## src/rtl/uart_pkg.sv

```systemverilog
// Shared types and constants for the UART frame receiver: FSM states, error codes,
// the default start-of-frame marker and small elaboration/encoding helpers.
package uart_pkg;

  typedef enum logic [2:0] {
    ST_IDLE,
    ST_LEN,
    ST_PAYLOAD,
    ST_CHK,
    ST_DRAIN
  } frame_state_e;

  localparam logic [1:0] ERR_NONE = 2'b00;
  localparam logic [1:0] ERR_LEN  = 2'b01;
  localparam logic [1:0] ERR_CHK  = 2'b10;
  localparam logic [1:0] ERR_TMO  = 2'b11;

  localparam logic [7:0] SOF_DEFAULT = 8'hA5;

  // Address width for a buffer of the given depth; a depth of one still needs one bit.
  function automatic int addr_width(input int depth);
    return (depth > 1) ? $clog2(depth) : 1;
  endfunction

  // The three error causes are mutually exclusive by construction; the order only
  // makes the encoding total.
  function automatic logic [1:0] err_code_of(input logic len_bad, input logic chk_bad,
                                             input logic tmo_hit);
    if (len_bad) return ERR_LEN;
    if (chk_bad) return ERR_CHK;
    if (tmo_hit) return ERR_TMO;
    return ERR_NONE;
  endfunction

endpackage

```

## src/rtl/uart_frame_buf.sv

```systemverilog
// Payload buffer for uart_frame_rx: DEPTH x DATA_W registers, one write port and
// one registered read port (read data appears the cycle after the address).
module uart_frame_buf #(
  parameter int DEPTH  = 16,
  parameter int ADDR_W = 4,
  parameter int DATA_W = 8
) (
  input  logic              clk,
  input  logic              rstn,
  input  logic              we,
  input  logic [ADDR_W-1:0] waddr,
  input  logic [DATA_W-1:0] wdata,
  input  logic [ADDR_W-1:0] raddr,
  output logic [DATA_W-1:0] rdata
);

  logic [DATA_W-1:0] mem [DEPTH];
  logic [DATA_W-1:0] rd_data_p1;

  always_ff @(posedge clk) begin
    if (we) mem[waddr] <= wdata;
  end

  // Read stage: the read register is cleared so the output beat reads zero after reset.
  always_ff @(posedge clk) begin
    if (!rstn) rd_data_p1 <= '0;
    else       rd_data_p1 <= mem[raddr];
  end

  assign rdata = rd_data_p1;

endmodule

```

## src/rtl/uart_frame_rx.sv

```systemverilog
// Byte-stream frame receiver: SOF, LEN, LEN payload bytes, CHK (XOR of LEN and payload).
// Good frames are replayed from a buffer as a ready/valid stream. Optional inter-byte
// timeout is enabled by defining UART_FRAME_TIMEOUT_EN.
module uart_frame_rx
  import uart_pkg::*;
#(
  parameter int         MAX_LEN        = 16,
  parameter logic [7:0] SOF_BYTE       = SOF_DEFAULT,
  parameter int         TIMEOUT_CYCLES = 100000
) (
  input  logic       clk,
  input  logic       rstn,
  input  logic [7:0] in_data,
  input  logic       in_valid,
  output logic [7:0] out_data,
  output logic       out_valid,
  input  logic       out_ready,
  output logic       out_last,
  output logic       frame_ok,
  output logic       frame_err,
  output logic [1:0] err_code,
  output logic       overrun
);

  localparam int            IW        = $clog2(MAX_LEN + 1);
  localparam int            AW        = addr_width(MAX_LEN);
  localparam logic [7:0]    MAX_LEN_B = 8'(MAX_LEN);
  localparam logic [IW-1:0] IDX_ONE   = IW'(1);
  localparam logic [AW-1:0] ADDR_ONE  = AW'(1);

  if (MAX_LEN < 1 || MAX_LEN > 255 || TIMEOUT_CYCLES < 2) begin : g_bad_param
    $error("uart_frame_rx: parameter out of range");
  end

  frame_state_e  state_q, state_d;
  logic [IW-1:0] len_q, len_d;
  logic [IW-1:0] idx_q, idx_d;
  logic [7:0]    xor_q, xor_d;
  logic          ok_d, err_d, ovr_d;
  logic [1:0]    code_d;
  logic          len_bad, chk_bad, tmo_hit;
  logic          buf_we;
  logic [AW-1:0] buf_raddr;
  logic          last_idx;

  // idx_q is the write index while collecting and the beat index while draining.
  assign last_idx  = (idx_q == len_q - IDX_ONE);
  assign out_valid = (state_q == ST_DRAIN);
  assign out_last  = out_valid && last_idx;

`ifdef UART_FRAME_TIMEOUT_EN
  localparam int            TW       = $clog2(TIMEOUT_CYCLES + 1);
  localparam logic [TW-1:0] TMO_LAST = TW'(TIMEOUT_CYCLES - 1);

  logic [TW-1:0] tmo_q, tmo_d;

  always_comb begin
    tmo_d   = '0;
    tmo_hit = 1'b0;
    if ((state_q inside {ST_LEN, ST_PAYLOAD, ST_CHK}) && !in_valid) begin
      if (tmo_q == TMO_LAST) tmo_hit = 1'b1;
      else                   tmo_d   = tmo_q + TW'(1);
    end
  end

  always_ff @(posedge clk) begin
    if (!rstn) tmo_q <= '0;
    else       tmo_q <= tmo_d;
  end
`else
  assign tmo_hit = 1'b0;
`endif

  always_comb begin
    state_d   = state_q;
    len_d     = len_q;
    idx_d     = idx_q;
    xor_d     = xor_q;
    ok_d      = 1'b0;
    ovr_d     = 1'b0;
    len_bad   = 1'b0;
    chk_bad   = 1'b0;
    buf_we    = 1'b0;
    buf_raddr = idx_q[AW-1:0];

    unique case (state_q)
      ST_IDLE: begin
        if (in_valid && in_data == SOF_BYTE) state_d = ST_LEN;
      end
      ST_LEN: begin
        if (in_valid) begin
          if (in_data == 8'd0 || in_data > MAX_LEN_B) begin
            len_bad = 1'b1;
            state_d = ST_IDLE;
          end else begin
            len_d   = in_data[IW-1:0];
            idx_d   = '0;
            xor_d   = in_data;
            state_d = ST_PAYLOAD;
          end
        end
      end
      ST_PAYLOAD: begin
        if (in_valid) begin
          buf_we = 1'b1;
          xor_d  = xor_q ^ in_data;
          idx_d  = idx_q + IDX_ONE;
          if (last_idx) state_d = ST_CHK;
        end
      end
      ST_CHK: begin
        // Prefetch beat 0 so it is on out_data the cycle DRAIN begins.
        buf_raddr = '0;
        if (in_valid) begin
          if (in_data == xor_q) begin
            ok_d    = 1'b1;
            idx_d   = '0;
            state_d = ST_DRAIN;
          end else begin
            chk_bad = 1'b1;
            state_d = ST_IDLE;
          end
        end
      end
      ST_DRAIN: begin
        ovr_d = in_valid;
        if (out_ready) begin
          if (last_idx) begin
            idx_d   = '0;
            state_d = ST_IDLE;
          end else begin
            idx_d     = idx_q + IDX_ONE;
            buf_raddr = idx_q[AW-1:0] + ADDR_ONE;
          end
        end
      end
      default: state_d = ST_IDLE;
    endcase

    if (tmo_hit) state_d = ST_IDLE;
    err_d  = len_bad | chk_bad | tmo_hit;
    code_d = err_code_of(len_bad, chk_bad, tmo_hit);
  end

  always_ff @(posedge clk) begin
    if (!rstn) begin
      state_q   <= ST_IDLE;
      idx_q     <= '0;
      frame_ok  <= 1'b0;
      frame_err <= 1'b0;
      err_code  <= ERR_NONE;
      overrun   <= 1'b0;
    end else begin
      state_q   <= state_d;
      idx_q     <= idx_d;
      frame_ok  <= ok_d;
      frame_err <= err_d;
      err_code  <= code_d;
      overrun   <= ovr_d;
    end
  end

  // Length and running checksum are only meaningful once a frame has started.
  always_ff @(posedge clk) begin
    len_q <= len_d;
    xor_q <= xor_d;
  end

  uart_frame_buf #(
    .DEPTH (MAX_LEN),
    .ADDR_W(AW),
    .DATA_W(8)
  ) u_buf (
    .clk  (clk),
    .rstn (rstn),
    .we   (buf_we),
    .waddr(idx_q[AW-1:0]),
    .wdata(in_data),
    .raddr(buf_raddr),
    .rdata(out_data)
  );

endmodule

```

## config.mk

```make
export PLATFORM = sky130hd
export DESIGN_NAME = uart_frame_rx
export DESIGN_NICKNAME = d
export VERILOG_FILES = /design/src/rtl/uart_pkg.sv /design/src/rtl/uart_frame_buf.sv /design/src/rtl/uart_frame_rx.sv
export SDC_FILE = /design/constraint.sdc
export NUM_CORES = 1
export LEC_CHECK = 0
export ABC_AREA = 0
export CORE_MARGIN = 4
export CORE_UTILIZATION = 61
export CTS_CLUSTER_DIAMETER = 150
export DETAILED_ROUTE_END_ITERATION = 10
export PLACE_DENSITY_LB_ADDON = 0.1
export SETUP_SLACK_MARGIN = 0.15
export SLEW_MARGIN = 25
export SYNTH_ARGS = -nofsm -noshare
export SYNTH_HDL_FRONTEND = slang
export SYNTH_SLANG_ARGS = --single-unit
```

## constraint.sdc

```tcl
create_clock -name clk -period 4.2 [get_ports clk]
set_input_delay 0.42 -clock clk [delete_from_list [all_inputs] [get_ports clk]]
set_output_delay 0.42 -clock clk [all_outputs]
set_load 0.02 [all_outputs]
```

[Yosys cells after proc, flatten, opt, wreduce, memory -nomap -nowiden]
Memories as Yosys holds them, arrays and structs flattened. A register that Yosys moved wholly into a read port is not among the register bits.
Cells that the tools add are included.
Word-level totals
  bits in read-only memories: 0
  memories kept: 1
  bits of input ports: 12
  RAM bits: 128
  register bits after elaboration: 26
  bits in latches: 0
Memory list
  u_buf.mem: depth 16, width 8, rd ports 1, clocked after memory_dff 1, write ports 1, RTL line uart_frame_buf.sv:17  | logic [DATA_W-1:0] mem [DEPTH];
Operators by class
  shift-type cells: 0
  bitwise gates (word level): 3
  reductions and logical operators: 14
  add/subtract/negate cells: 3
  divide/modulo/power cells: 0
  multiplexer cells: 46
  $mul: 0
  $lt $le $gt $ge: 1
  equality and inequality tests: 16
Operator list (count)
  $mux W5: 7
  $mux W3: 8
  $mux W8: 3
  $pmux W5 S4: 1
  $mux W1: 16
  $pmux W8 S2: 1
  $pmux W3 S5: 1
  $ne A2 B2 Y1 const B: 7
  $reduce_and A7 Y1: 2
  $mux W2: 6
  $eq A8 B8 Y1: 1
  $eq A8 B8 Y1 const B: 1
  $gt A8 B5 Y1 const B: 1
  $logic_not A8 Y1: 1
  $mux W4: 2
  $pmux W4 S2: 1
  $xor A8 B8 Y8: 1
  $eq A3 B2 Y1 const B: 2
  $reduce_and A3 Y1: 2
  $add A5 B1 Y5 const B: 1
  $eq A5 B5 Y1: 1
  $sub A5 B1 Y5 const B: 1
  $add A4 B1 Y4 const B: 1
  $ne A2 B1 Y1 const B: 2
  other kinds (12): 13

[Depth between registers and ports, before layout]
  word-level depth: 12
  gate-level depth with buffers: 14

[Cells and area by module]
A second synthesis with hierarchy kept.
Second synthesis, totals
  cells, all modules: 385
  area, all modules: 6772.7 um^2
Modules (own cells, without submodules)
  uart_frame_buf: area each 5162.5 um^2, cells an instance 228, times used 1
  uart_frame_rx: area each 1610.3 um^2, cells an instance 157, times used 1

[Worst setup path before layout]
Ideal clock, no wire load.
  kind: register to register
  start point: register len_q[0]
  end point: register u_buf.rd_data_p1[0] (netlist: u_buf.rdata[0]) (read register of u_buf.mem)
  arrival time: 3.092 ns
  buffers on the path: 1
  data required time: 4.066 ns
  setup time: 0.134 ns
  slack: 0.974 ns
  cell stages (with the launch flop): 14
  period minus slack after synthesis: 3.226 ns
  cell sequence: edfxtp_1 inv_1 ha_1 and4bb_2 o211a_1 o311a_2 inv_2 ha_1 nand2_1 o211ai_2 clkbuf_1 mux2i_1 a211oi_1 or4_1
Between the ends
  word-level cells in the longest chain between the ends: 5
Ends and longest elaborated chain
  start: declaration: RTL line uart_frame_rx.sv:36  | logic [IW-1:0] len_q, len_d;
  start signal: assignment: RTL line uart_frame_rx.sv:165  | len_q <= len_d;
  $sub A5 B1 Y5: RTL line uart_frame_rx.sv:47  | assign last_idx = (idx_q == len_q - IDX_ONE);
  $eq A5 B5 Y1: RTL line uart_frame_rx.sv:47
  $mux W4: RTL line uart_frame_rx.sv:128  | if (last_idx) begin
  $mux W4: RTL line uart_frame_rx.sv:127  | if (out_ready) begin
  $pmux W4 S2: RTL line uart_frame_rx.sv:86  | unique case (state_q)
  end: declaration: RTL line uart_frame_buf.sv:18  | logic [DATA_W-1:0] rd_data_p1;
Every way passes these cells.
A chain may end at the register's enable or synchronous reset.

[Worst setup path in the final report]
  start point: register idx_q[2]
  end point: register u_buf.rd_data_p1[3] (netlist: u_buf.rdata[3]) (read register of u_buf.mem)
Between the ends
  word-level cells in the longest chain between the ends: 4
  elaborated cells between the ends (all ways): 5
  those cells by class: add/sub (1); eq/ne (1); mux (3)
Ends and longest elaborated chain
  start: declaration: RTL line uart_frame_rx.sv:37  | logic [IW-1:0] idx_q, idx_d;
  start signal: assignment: RTL line uart_frame_rx.sv:155  | idx_q <= idx_d;
  $add A4 B1 Y4 / $eq A5 B5 Y1 (equally long branches): RTL line uart_frame_rx.sv:133, uart_frame_rx.sv:47
  $mux W4: RTL line uart_frame_rx.sv:128
  $mux W4: RTL line uart_frame_rx.sv:127
  $pmux W4 S2 *: RTL line uart_frame_rx.sv:86
Every way passes the cells marked *; elsewhere a longest branch is shown, timed or not.

==> metrics.yaml <==
outcome: "finished clean"
yosys-top-cells-area: "edfxtp_1 (60%), dfxtp_1 (5.9%), mux2i_1 (3.7%)"
combPwrFrac_pct: 6.8
grt_max_degree: 49
cts_resized: 0
area.growth.synth_to_final_pct: 15.14
synth_commonest_cells: "edfxtp_1 (141), nand2_1 (50), a211oi_1 (31)"
arrival_ns: 3.94
ir_drop_mv: 0.4447
r2r_cells: 12
n_antenna_cell: 0
postRouteAntennaNets: 0
critical_path_class: "flip-flop to flip-flop"
clk_path_buf_depth: 2
post-cts-setup-buffer-count: 0
cp-end-kind: "flip-flop"
place_area_um2: 7545
holdBufCountCts: 0
hp-class: "flip-flop to flip-flop"
grt_antenna_before_repair: 0
ios: 27
pwr-share-clk_pct: 43.4
grt_pass1_vias: 4436
start_kind: "flip-flop"
viasPerCell: 6.432
core_region_area_um2: 11370
root_buffer: "clkbuf_16"
critPathMaxFanout: 48
fmax_mhz: 273.6
clock_latency_ns: 0.42
power_leakage_nw: 2.796
setup_viol: 0
layout.cells.non_filler: 718
avgSynthCellArea_um2: 13.39
fill_cells: 779
drtIter0Drc: 400
timing.final.crit_share_pct: 87.02
synth-edff-count: 141
cpMaxStageDelayCell: "dfxtp_1"
htreeDepth: 4
die_w_um: 115.8
rsz0062_at_grt: "false"
num_rows: 39
synthCells: 529
tritoncts: "built"
drv_slew: 0
fin_area_um2: 8155
critPathTopFamily: "compound AO/OA/AOI/OAI gates"
routedWlPerCell_um: 22.56
fin_worst_skew_ns: 0.009984
synth_fp_nets: 547
synth_warnings: 0
clock-sinks: 162
grt_usage_pct: 25.56
maxCapViolCount: 0
seqPwrFrac_pct: 49.8
nNetsFinal: 580
period_needed_ns: 3.655
cp_num_cells: 12
finalSetupTns_ns: 0
start_util_pct: 62.30
place_hpwl_mm: 10.61
switchingPower_mw: 0.7821
port_buffers: 26
yosysTopAreaCellShare_pct: 59.78
path_buf_inv: 2
drt_wl_total_mm: 16.20
synth_largest_area_cell: "edfxtp_1"
die-area_um2: 13400
powerDensity_nw_per_um2: 440.7
vias: 4618
power_mw: 3.594
grt_first_pass_wirelength_mm: 25.04
hold_viol_final: 0
synth.most_common_cell: "edfxtp_1"
hold_depth: 2
syn_area_um2: 7083
place_congestion: 0.9160
path_clk_slew_ns: 0.07
gr-total-overflow: 0
timing.hold.ws_ns: 0.6405
required_ns: 4.49
p_int_mw: 2.812
remaining_drc_errors: 0
ys_seq_elements: 162
yosysSeqAreaShare_pct: 65.71
yosysUniqueCellTypes: 60
placed_cells: 686
die_h_um: 115.8
slowest_delay_ns: 0.70
firstDrtPassIters: 6
drive_gt1_share_pct: 13.57
tightest_slew_ns: 0.8876
max_slew_margin_pct: 40.61
switching_share_pct: 21.76
synth_flop_cell: "edfxtp_1"
async_flop_share_pct: 0
crit_path_cell_trace: "and4bb_2 -> o211a_1 -> o311a_2 -> inv_2 -> ha_1 -> nand2_1 -> o211ai_4 -> buf_12 -> a31o_2 -> a21oi_1 -> a211oi_1 -> or4_1"
cts_buffers: 17
[cell type report]
class / instances / area (um^2) / area share, %
Sequential cell: 162 / 4654 / 57.07
Tap cell: 143 / 178.9 / 2.194
Inverter: 8 / 30.03 / 0.3682
Clock buffer: 18 / 439.2 / 5.385
Timing Repair Buffer: 42 / 392.9 / 4.817
Clock inverter: 14 / 161.4 / 1.979
Multi-Input combinational cell: 331 / 2298 / 28.18
[stage by stage]
stage / utilization [%] / setup WS (ns)
after floorplan: - / 0.9740
after global placement: 66.36 / 0.7184
after detailed placement: 66.36 / 0.6557
after CTS: 71.64 / 0.6140
after global routing: 71.73 / 0.3253
final: 71.73 / 0.5453
[placed cells by master (no fill, tap or decap), drive strengths merged, types with 6 or more instances in the layout]
cell           instances
clkbuf                18
xor2                  14
a211oi                33
nand2                 50
clkdlybuf4s50         26
nor2b                  6
nor3                  11
a21boi                11
nor2                  23
xnor2                 12
inv                    9
clkinv                 9
a311oi                 8
edfxtp               141
or4                    8
a21oi                 14
and3                  13
mux2i                 26
nand3                 16
o21ai                  8
buf                   16
ha                     6
dfxtp                 21
and2                  11
a31o                   8
a31oi                 13
[path summary, 6_finish.rpt]
check | from | end | slack [ns]
worst max register to register | idx_q[2] | u_buf.rdata[3] | 0.55
worst max-delay path | idx_q[2] | u_buf.rdata[3] | 0.55
worst min register to register | idx_q[1] | idx_q[1] | 0.64
worst min-delay path | idx_q[1] | idx_q[1] | 0.64
[flip-flops by register name, summed over array words and instances, names as in the netlist]
register	count
xor_q	8
idx_q	5
frame_ok	1
u_buf.rdata	8
err_code	2
frame_err	1
state_q	3
overrun	1
u_buf.mem	128
len_q	5
[logic make-up after synthesis]
logic type,share of synthesized area (%)
compound gates,11.27
buf+inv,2.190
xor+xnor,3.215
mux,3.674
flops,65.71
simple gates,12.88
fa+ha+maj,1.060
[tightest hold or removal path: stages, from the launching register on]
cell	delay, ns
dfxtp_1	0.42
nand2_1	0.10
a21boi_0	0.07
[routing by layer]
metal / track usage, % / vias to the layer above / routed length (um)
met3: 6.162 / 30 / 934
met4: 8.817 / 0 / 408
li1: - / 2087 / -
met2: 40.82 / 187 / 7958
met1: 34.82 / 2314 / 6897
met5: 0 / - / 0
[power by group through the flow]
| stage | logic (mW) | clock network, mW | registers, mW |
|---|---|---|---|
| global placement | 0.236 | 0 | 1.82 |
| global route | 0.266 | 1.64 | 1.79 |
| detailed placement | 0.241 | 0 | 1.82 |
| floorplan | 0.139 | 0 | 1.82 |
| finish | 0.246 | 1.56 | 1.79 |
| CTS | 0.244 | 1.57 | 1.79 |
Power figures use the tool's default switching activity.
